`src/rtl/tri_bus_pkg.sv`:
```
// Shared types and constants for the tri-state bus arbiter.
//   state_e   : arbiter FSM states
//   id_width  : derives the grant index width from the requester count
//   *Min/*Max : legal bounds for MAX_HOLD and TURNAROUND
package tri_bus_pkg;

    typedef enum logic [1:0] {
        StIdle,
        StGrant,
        StTurn
    } state_e;

    localparam int unsigned MaxHoldMin = 1;
    localparam int unsigned MaxHoldMax = 255;
    localparam int unsigned TurnMin    = 1;
    localparam int unsigned TurnMax    = 15;

    // Counter widths sized for the largest legal MAX_HOLD / TURNAROUND.
    localparam int unsigned BeatW = 8;
    localparam int unsigned TurnW = 4;

    function automatic int unsigned id_width(input int unsigned n);
        return (n <= 1) ? 1 : $clog2(n);
    endfunction

endpackage

```
`src/rtl/rr_picker.sv`:
```
// Combinational round-robin picker.
//   req     : request vector
//   pointer : highest-priority index (must be < NUM_REQ)
//   any_req : at least one request set
//   winner  : first set request at or after pointer, wrapping
module rr_picker #(
    parameter int unsigned NUM_REQ = 40,
    parameter int unsigned ID_W    = 6
) (
    input  logic [NUM_REQ-1:0] req,
    input  logic [ID_W-1:0]    pointer,
    output logic               any_req,
    output logic [ID_W-1:0]    winner
);

    logic [NUM_REQ-1:0] rotated;
    logic [ID_W-1:0]    offset;
    logic [ID_W:0]      sum;

    always_comb begin
        // Rotate so that the pointer position lands on bit 0.
        rotated = NUM_REQ'({req, req} >> pointer);
        any_req = |rotated;
        offset  = '0;
        for (int i = NUM_REQ - 1; i >= 0; i--) begin
            if (rotated[i]) offset = ID_W'(i);
        end
        // Un-rotate: add the pointer back, modulo NUM_REQ.
        sum = {1'b0, offset} + {1'b0, pointer};
        if (sum >= (ID_W + 1)'(NUM_REQ)) sum = sum - (ID_W + 1)'(NUM_REQ);
        winner = sum[ID_W-1:0];
    end

endmodule

```
`src/rtl/tri_bus_arbiter.sv`:
```
// Round-robin owner sequencer for a shared tri-state bus.
//   clk, reset_n : clock, asynchronous active-low reset
//   req          : per-requester level requests
//   last         : final-beat marker, only the owner's bit is used
//   bus_ready    : consumer accepted the current beat
//   enable       : registered zero-or-one-hot driver enables
//   grant_valid  : an enable is high
//   grant_id     : current owner, holds the previous owner while idle
module tri_bus_arbiter
    import tri_bus_pkg::*;
#(
    parameter int unsigned NUM_REQ    = 40,
    parameter int unsigned MAX_HOLD   = 8,
    parameter int unsigned TURNAROUND = 1,
    localparam int unsigned ID_W      = id_width(NUM_REQ)
) (
    input  logic               clk,
    input  logic               reset_n,
    input  logic [NUM_REQ-1:0] req,
    input  logic [NUM_REQ-1:0] last,
    input  logic               bus_ready,
    output logic               enable [NUM_REQ],
    output logic               grant_valid,
    output logic [ID_W-1:0]    grant_id
);

    if (TURNAROUND < TurnMin || TURNAROUND > TurnMax) begin : g_bad_turnaround
        $error("tri_bus_arbiter: TURNAROUND must be within 1..15");
    end
    if (MAX_HOLD < MaxHoldMin || MAX_HOLD > MaxHoldMax) begin : g_bad_max_hold
        $error("tri_bus_arbiter: MAX_HOLD must be within 1..255");
    end

    state_e             state_q;
    logic [ID_W-1:0]    ptr_q;
    logic [BeatW-1:0]   beat_q;
    logic [TurnW-1:0]   turn_q;
    logic [NUM_REQ-1:0] en_q;

    logic               any_req;
    logic [ID_W-1:0]    winner;
    logic               release_grant;
    logic [ID_W-1:0]    ptr_next;

    rr_picker #(
        .NUM_REQ (NUM_REQ),
        .ID_W    (ID_W)
    ) u_picker (
        .req     (req),
        .pointer (ptr_q),
        .any_req (any_req),
        .winner  (winner)
    );

    always_comb begin
        // Abort on a dropped request, otherwise only an accepted beat can end the burst.
        release_grant = !req[grant_id] ||
                        (bus_ready && (last[grant_id] || beat_q == BeatW'(MAX_HOLD - 1)));
        ptr_next      = (grant_id == ID_W'(NUM_REQ - 1)) ? '0 : grant_id + 1'b1;
        for (int i = 0; i < NUM_REQ; i++) begin
            enable[i] = en_q[i];
        end
    end

    always_ff @(posedge clk or negedge reset_n) begin
        if (!reset_n) begin
            state_q     <= StIdle;
            ptr_q       <= '0;
            beat_q      <= '0;
            turn_q      <= '0;
            en_q        <= '0;
            grant_valid <= 1'b0;
            grant_id    <= '0;
        end else begin
            case (state_q)
                StIdle: begin
                    if (any_req) begin
                        state_q     <= StGrant;
                        en_q        <= NUM_REQ'(1) << winner;
                        grant_valid <= 1'b1;
                        grant_id    <= winner;
                        beat_q      <= '0;
                    end
                end
                StGrant: begin
                    if (release_grant) begin
                        state_q     <= StTurn;
                        en_q        <= '0;
                        grant_valid <= 1'b0;
                        ptr_q       <= ptr_next;
                        turn_q      <= TurnW'(TURNAROUND - 1);
                    end else if (bus_ready) begin
                        beat_q <= beat_q + 1'b1;
                    end
                end
                StTurn: begin
                    // Requests are only looked at in the last gap cycle.
                    if (turn_q != '0) begin
                        turn_q <= turn_q - 1'b1;
                    end else if (any_req) begin
                        state_q     <= StGrant;
                        en_q        <= NUM_REQ'(1) << winner;
                        grant_valid <= 1'b1;
                        grant_id    <= winner;
                        beat_q      <= '0;
                    end else begin
                        state_q <= StIdle;
                    end
                end
                default: state_q <= StIdle;
            endcase
        end
    end

endmodule

```
`config.mk`:
```
export PLATFORM = sky130hd
export DESIGN_NAME = tri_bus_arbiter
export DESIGN_NICKNAME = d
export VERILOG_FILES = /design/src/rtl/tri_bus_pkg.sv /design/src/rtl/rr_picker.sv /design/src/rtl/tri_bus_arbiter.sv
export SDC_FILE = /design/constraint.sdc
export NUM_CORES = 1
export LEC_CHECK = 0
export ABC_AREA = 1
export BUFFER_PORTS_ARGS = -buffer_cell sky130_fd_sc_hd__buf_2
export CAP_MARGIN = 10
export CORE_ASPECT_RATIO = 1.2
export CORE_UTILIZATION = 58
export DETAILED_ROUTE_END_ITERATION = 12
export HOLD_SLACK_MARGIN = 0.1
export PLACE_DENSITY = 0.84
export SYNTH_ARGS = -nofsm -noshare
export SYNTH_HDL_FRONTEND = slang
export SYNTH_SLANG_ARGS = --single-unit
```
`constraint.sdc`:
```
create_clock -name clk -period 7.9 [get_ports clk]
set_input_delay 0.79 -clock clk [delete_from_list [all_inputs] [get_ports clk]]
set_output_delay 0.79 -clock clk [all_outputs]
set_load 0.02 [all_outputs]
```
==> results of run 1 <==
==> logic make-up after synthesis <==
| kind of cell | after synthesis |
|---|---|
| and+or+nand+nor | 802 |
| DFF | 67 |
| muxes | 3 |
| xor gates and xnor gates | 10 |
| buffers and inverters | 177 |
| AOI/OAI and AO/OA | 236 |
| adders and majority gates | 11 |
==> layout by cell type (no fill, tap or decap), types with 3 or more instances in the layout <==
cell type  count
nand2_2       16
a221oi_1       3
buf_4         14
nor4_2         5
dfrtp_1       67
mux2i_1        3
nand3_1      210
a22oi_1        3
inv_1         86
nor4_1         9
buf_2        129
o41ai_1        9
xor2_1         9
ha_1          10
nor3_1        11
clkinv_2       3
a21oi_1       44
nand4_1        5
nor2_1        88
o211ai_1       7
a31oi_1       15
clkbuf_16      9
o31ai_1       10
clkinv_1       3
o21ai_0      105
o21ai_1       12
nand2_1      441
nand3_2        7
inv_2          3
o221ai_1      11
==> cell type report <==
cell class                 instances  area, sq um
inverter                          94          360
sequential                        67         1680
tap                              164          205
fill                            1204         4270
clock buffer                      11          233
timing repair buffer             143          751
clock inverter                     5         53.8
multi-input combinational       1062         5170
==> routing by layer <==
layer  vias to the layer above  wire [um]  global-route usage (%)
li1                       4529          -                       -
met4                         0       1400                    20.0
met5                         -          0                       0
met1                      4164       9830                    48.0
met3                       118       2220                    7.04
met2                       507      12200                    65.1
==> worst reg2reg max path, delay by kind of cell, from the launching register on <==
kind,cells,cell delay [ns]
compound gates,5,1.05
buf+inv,6,1.04
xor+xnor,1,0.31
fa+ha+maj,3,0.78
simple gates,48,3.53
flops,1,0.42
==> state kept, by name (all words and copies together) (netlist names) <==
signal and cells:
beat_q 8, grant_valid 1, grant_id 6, en_q 40, state_q 2, turn_q 4, ptr_q 6
==> stage by stage <==
stage	util, %	std cells
floorplan	-	1306
global placement	63.7	1530
detailed placement	63.7	1530
CTS	65.9	1546
global route	66.4	1546
finish	66.4	1546
==> path summary, 6_finish.rpt <==
kind | end | depth (start not counted) | slack [ns] | from
worst max-delay path | en_q[38]$_DFFE_PN0P_ | 63 | 0.70 | ptr_q[0]$_DFFE_PN0P_
worst min register to register | en_q[24]$_DFFE_PN0P_ | 2 | 0.48 | en_q[24]$_DFFE_PN0P_
worst min-delay path | en_q[24]$_DFFE_PN0P_ | 2 | 0.48 | en_q[24]$_DFFE_PN0P_
worst max register to register | en_q[38]$_DFFE_PN0P_ | 63 | 0.70 | ptr_q[0]$_DFFE_PN0P_
min in group asynchronous | en_q[14]$_DFFE_PN0P_ | 2 | 0.62 | reset_n
max in group asynchronous | beat_q[2]$_DFFE_PN0P_ | 2 | 6.71 | reset_n
==> synth_stat cells, types with 10 or more instances <==
cell / instances
a21oi_1: 44
nand2_2: 15
o21ai_1: 11
nor2_1: 89
dfrtp_1: 67
o221ai_1: 11
buf_4: 15
ha_1: 10
inv_1: 86
nand2_1: 442
o21ai_0: 106
nand3_1: 210
buf_2: 24
nor4_1: 14
a31oi_1: 15
o31ai_1: 10
clkbuf_1: 34
nor3_1: 12
==> results.cfg, run 1 <==
[detailed_routing]
drc_errors = 0
drt_iter0_drc = 1173
drtPass1Iterations = 6
wl_per_cell_um = 16.6
wl_um = 25600
ant_nets = 0
num_vias = 9318
via_per_inst = 6.03

[yosys]
synth_xor_area_share_pct = 1.15
syn_avg_cell_area_sq_um = 5.81
synth_seq_area_share_pct = 22.1
syn-num-nets = 1400
yosys_warnings = 0
ys_types = 54
ys_seq_elements = 67
yosys.area_share.simple_pct = 45.4
synth_ff_type = dfrtp_1
synth_compound_area_share_pct = 18.5
synth_top_family_by_area = simple AND/OR/NAND/NOR gates
synth.area.top_cells = dfrtp_1 (22%), nand2_1 (22%), nand3_1 (14%)
yosys.area_share.adder_pct = 1.91
synth_top_area_share_pct = 22.1
synth_mux_area_share_pct = 0.396
yosysTopAreaCell = dfrtp_1
netlist_area_sq_um = 7590
synth_edf_count = 0
synthArstFlopShare_pct = 100
netlist_instances = 1306

[place]
place_congestion = 0.988
dp_slack_ns = 0.546
io_buffers = 129
placed_area_sq_um = 8100
place_hpwl_um = 18700

[clocking]
clock_latency_ns = 0.34
htreeDepth = 3
clockRootBuffer = clkbuf_16
cts_setup_buffers = 0
numCtsBuffers = 9
cts_tree = done
cts_sinks = 67
holdBufCountCts = 0
clk_pin_slew_ns = 0.05
cts.path.max_buffers = 2
cts_resized = 0

[critical_path]
crit_type = flop to flop
critPathMaxStageDelay_ns = 0.44
endpoint_kind = flop
crit_slowest_cell = buf_4
critPathTopFamily = simple AND/OR/NAND/NOR gates
critPathMostFrequentCell = nand2_1
cp_num_buf_inv = 6
cp-start-kind = flop
cp.required_ns = 8.12
cp_data_arrival_time_ns = 7.42
crit_fanout = 43

[timing]
rsz0062_at_grt = yes
clock.fmax_mhz = 139
setup_ws_ns = 0.698
slew_viol_final = 0
final-hold-violation-count = 0
hold_slack_ns = 0.475
min_period_ns = 7.20
relSlewSlack_pct = 22.7
finalSetupViolations = 0
worst_pin_slew_ns = 1.16
min_period_over_period_pct = 91.2
fin_skew_ns = 0.00546
finalSetupTns_ns = 0

[floorplanning]
start_util_pct = 59.6
core_sq_um = 12700
die_w_um = 106
die_area_sq_um = 13500
placementRows = 45
ios = 130
die_y_um = 127

[layout]
diodes = 0
nets = 1471
final_cell_area_sq_um = 8450
syn_to_final_growth_pct = 11.4
drive_above_1_share_pct = 14.8

[global_route]
grt_overflow = 0
grt_first_pass_wirelength_um = 41800
antenna_found_initial = 1
grt_max_degree = 68
grt_pass1_vias = 8431
grt_usage_pct = 38.9

[worst_hold_path]
hold_class = flop to flop

[flow_run]
max_cap_violations = 0

[status]
status = complete, no violations
Power of run 1 is left out: the tool's default activity adds up to more than one toggle a clock period on the data nets, which glitch-free logic cannot reach.
==> run 2, diff against run 1 <==
--- a/config.mk
+++ b/config.mk
@@ -9,10 +9,11 @@
 export BUFFER_PORTS_ARGS = -buffer_cell sky130_fd_sc_hd__buf_2
 export CAP_MARGIN = 10
 export CORE_ASPECT_RATIO = 1.2
-export CORE_UTILIZATION = 58
+export CORE_UTILIZATION = 59
 export DETAILED_ROUTE_END_ITERATION = 12
 export HOLD_SLACK_MARGIN = 0.1
-export PLACE_DENSITY = 0.84
+export PLACE_DENSITY = 0.85
 export SYNTH_ARGS = -nofsm -noshare
 export SYNTH_HDL_FRONTEND = slang
+export SYNTH_HIERARCHICAL = 1
 export SYNTH_SLANG_ARGS = --single-unit
==> results.cfg, run 2 <==
[detailed_routing]
wl_um = 27200
wl_per_cell_um = 16.3
num_vias = 10173
ant_nets = 0
via_per_inst = 6.08
drc_errors = 0
drtPass1Iterations = 8
drt_iter0_drc = 1188

[yosys]
synth_edf_count = 0
yosys.area_share.simple_pct = 52.3
ys_seq_elements = 67
yosysTopAreaCell = nand2_1
netlist_area_sq_um = 8040
synth_xor_area_share_pct = 1.20
yosys_warnings = 6
synth_top_area_share_pct = 24.9
synth_mux_area_share_pct = 0.373
synth_seq_area_share_pct = 20.8
synth_ff_type = dfrtp_1
synth_common_cells = nand2_1 (533), nand3_1 (240), nor2_1 (101)
synth_top_family_by_area = simple AND/OR/NAND/NOR gates
syn_avg_cell_area_sq_um = 5.59
ys_types = 46
syn-num-nets = 1533
synthArstFlopShare_pct = 100
netlist_instances = 1438
synth_compound_area_share_pct = 11.9
yosys.area_share.adder_pct = 1.96
synth_most_common_cell = nand2_1
synth.area.top_cells = nand2_1 (25%), dfrtp_1 (21%), nand3_1 (15%)

[worst_hold_path]
hold_depth = 2
hold_class = flop to flop

[clocking]
clock_latency_ns = 0.34
numCtsBuffers = 9
clk_pin_slew_ns = 0.05
cts_sinks = 67
cts.path.max_buffers = 2
clockRootBuffer = clkbuf_16
cts_tree = done
htreeDepth = 3
cts_setup_buffers = 0

[critical_path]
crit_slowest_cell = dfrtp_2
critPathMostFrequentCell = nand2_1
cp-start-kind = flop
crit_fanout = 35
crit_type = flop to flop
cp_data_arrival_time_ns = 7.29
r2r_cells = 64
endpoint_kind = flop
critPathMaxStageDelay_ns = 0.52
cp.required_ns = 8.17
worst-path-stages = 64
cp_num_buf_inv = 4
critPathTopFamily = simple AND/OR/NAND/NOR gates

[global_route]
grt_usage_pct = 40.0
grt_overflow = 0
antenna_found_initial = 0
grt_pass1_vias = 9171
grt_first_pass_wirelength_um = 44500
grt_max_degree = 68

[floorplanning]
core_sq_um = 13200
placementRows = 46
die_area_sq_um = 14100
start_util_pct = 60.8
die_y_um = 130
ios = 130
die_w_um = 109

[status]
status = complete, no violations

[timing]
fin_skew_ns = 0.00705
slew_viol_final = 0
finalSetupViolations = 0
min_period_over_period_pct = 88.9
min_period_ns = 7.02
worst_pin_slew_ns = 1.03
relSlewSlack_pct = 31.4
clock.fmax_mhz = 142
final-hold-violation-count = 0

[layout]
fillCellCount = 1272
largest_registers = en_q: 40 flops, beat_q: 8 flops
registers.top_by_ff_count = en_q
drive_above_1_share_pct = 13.7
layout_common_cells = nand2_1 (531), nand3_1 (240), buf_2 (129), nor2_1 (101), inv_1 (91)
final_common_cell = nand2_1
largest_register_ffs = 40
nets = 1597
final_cell_area_sq_um = 8860
syn_to_final_growth_pct = 10.2
diodes = 0

[place]
io_buffers = 129
place_hpwl_um = 19200
placed_area_sq_um = 8510
place_congestion = 0.997

[flow_run]
max_cap_violations = 0
[run 2: layout make-up]
| class | instances | area (sq um) | share of cell area, % |
|---|---|---|---|
| multi-input cells | 1172 | 5470 | 61.7 |
| flip-flops and latches | 67 | 1680 | 18.9 |
| repair buffers | 147 | 805 | 9.08 |
| inverters | 105 | 404 | 4.56 |
| clock buffers | 13 | 260 | 2.94 |
| well taps | 168 | 210 | 2.37 |
| clock inverters | 2 | 35.0 | 0.395 |
[run 2: worst paths after layout]
kind                                       from  slack (ns)                    to
min reg2reg                en_q[29]$_DFFE_PN0P_        0.46  en_q[29]$_DFFE_PN0P_
max reg2reg                ptr_q[0]$_DFFE_PN0P_        0.88  en_q[37]$_DFFE_PN0P_
min in group asynchronous               reset_n        0.64  en_q[30]$_DFFE_PN0P_
max in group asynchronous               reset_n        6.64  ptr_q[0]$_DFFE_PN0P_
max                        ptr_q[0]$_DFFE_PN0P_        0.88  en_q[37]$_DFFE_PN0P_
min                        en_q[29]$_DFFE_PN0P_        0.46  en_q[29]$_DFFE_PN0P_
[run 2: kinds of logic (layout without fill, tap and decap cells)]
group	after synthesis	count (layout)
simple gates	974	974
buf+inv	199	267
xor+xnor	11	11
flops	67	67
compound gates	172	172
fa+ha+maj	12	12
mux	3	3
[run 2: stage by stage]
stage / hold WS [ns] / TNS [ns] / setup WS [ns] / instances / util (%)
3_5_place_dp: 0.453 / 0 / 0.786 / 1658 / 64.3
2_1_floorplan: 0.453 / 0 / 1.85 / 1438 / -
6_report: 0.464 / 0 / 0.877 / 1674 / 66.9
5_1_grt: 0.491 / -0.0404 / -0.0191 / 1674 / 66.9
3_3_place_gp: 0.450 / 0 / 0.922 / 1658 / 64.3
4_1_cts: 0.467 / 0 / 0.769 / 1673 / 66.5
[run 2: per-layer routing]
layer,GRT usage [%],vias to the layer above,share of wire (%)
met1,50.0,4563,38
met4,20.4,0,4.8
li1,-,4867,-
met5,0,-,0
met2,64.4,620,47
met3,9.19,123,9.8
[run 2: timing repair]
item                       4_1_cts  5_1_grt
setup endpoints to repair        0       41
resized for setup                0       10
hold buffers                     0        0
[run 2: worst reg2reg max path, delay by kind of cell (launching register included)]
kind / cells / cell delay [ns]
AO/OA/AOI/OAI: 4 / 0.73
XOR/XNOR: 2 / 0.38
adder cells (fa/ha/maj): 3 / 0.78
buffers and inverters: 4 / 0.67
flip-flops: 1 / 0.52
AND/OR/NAND/NOR: 51 / 3.88
Power of run 2 is left out for the same reason.
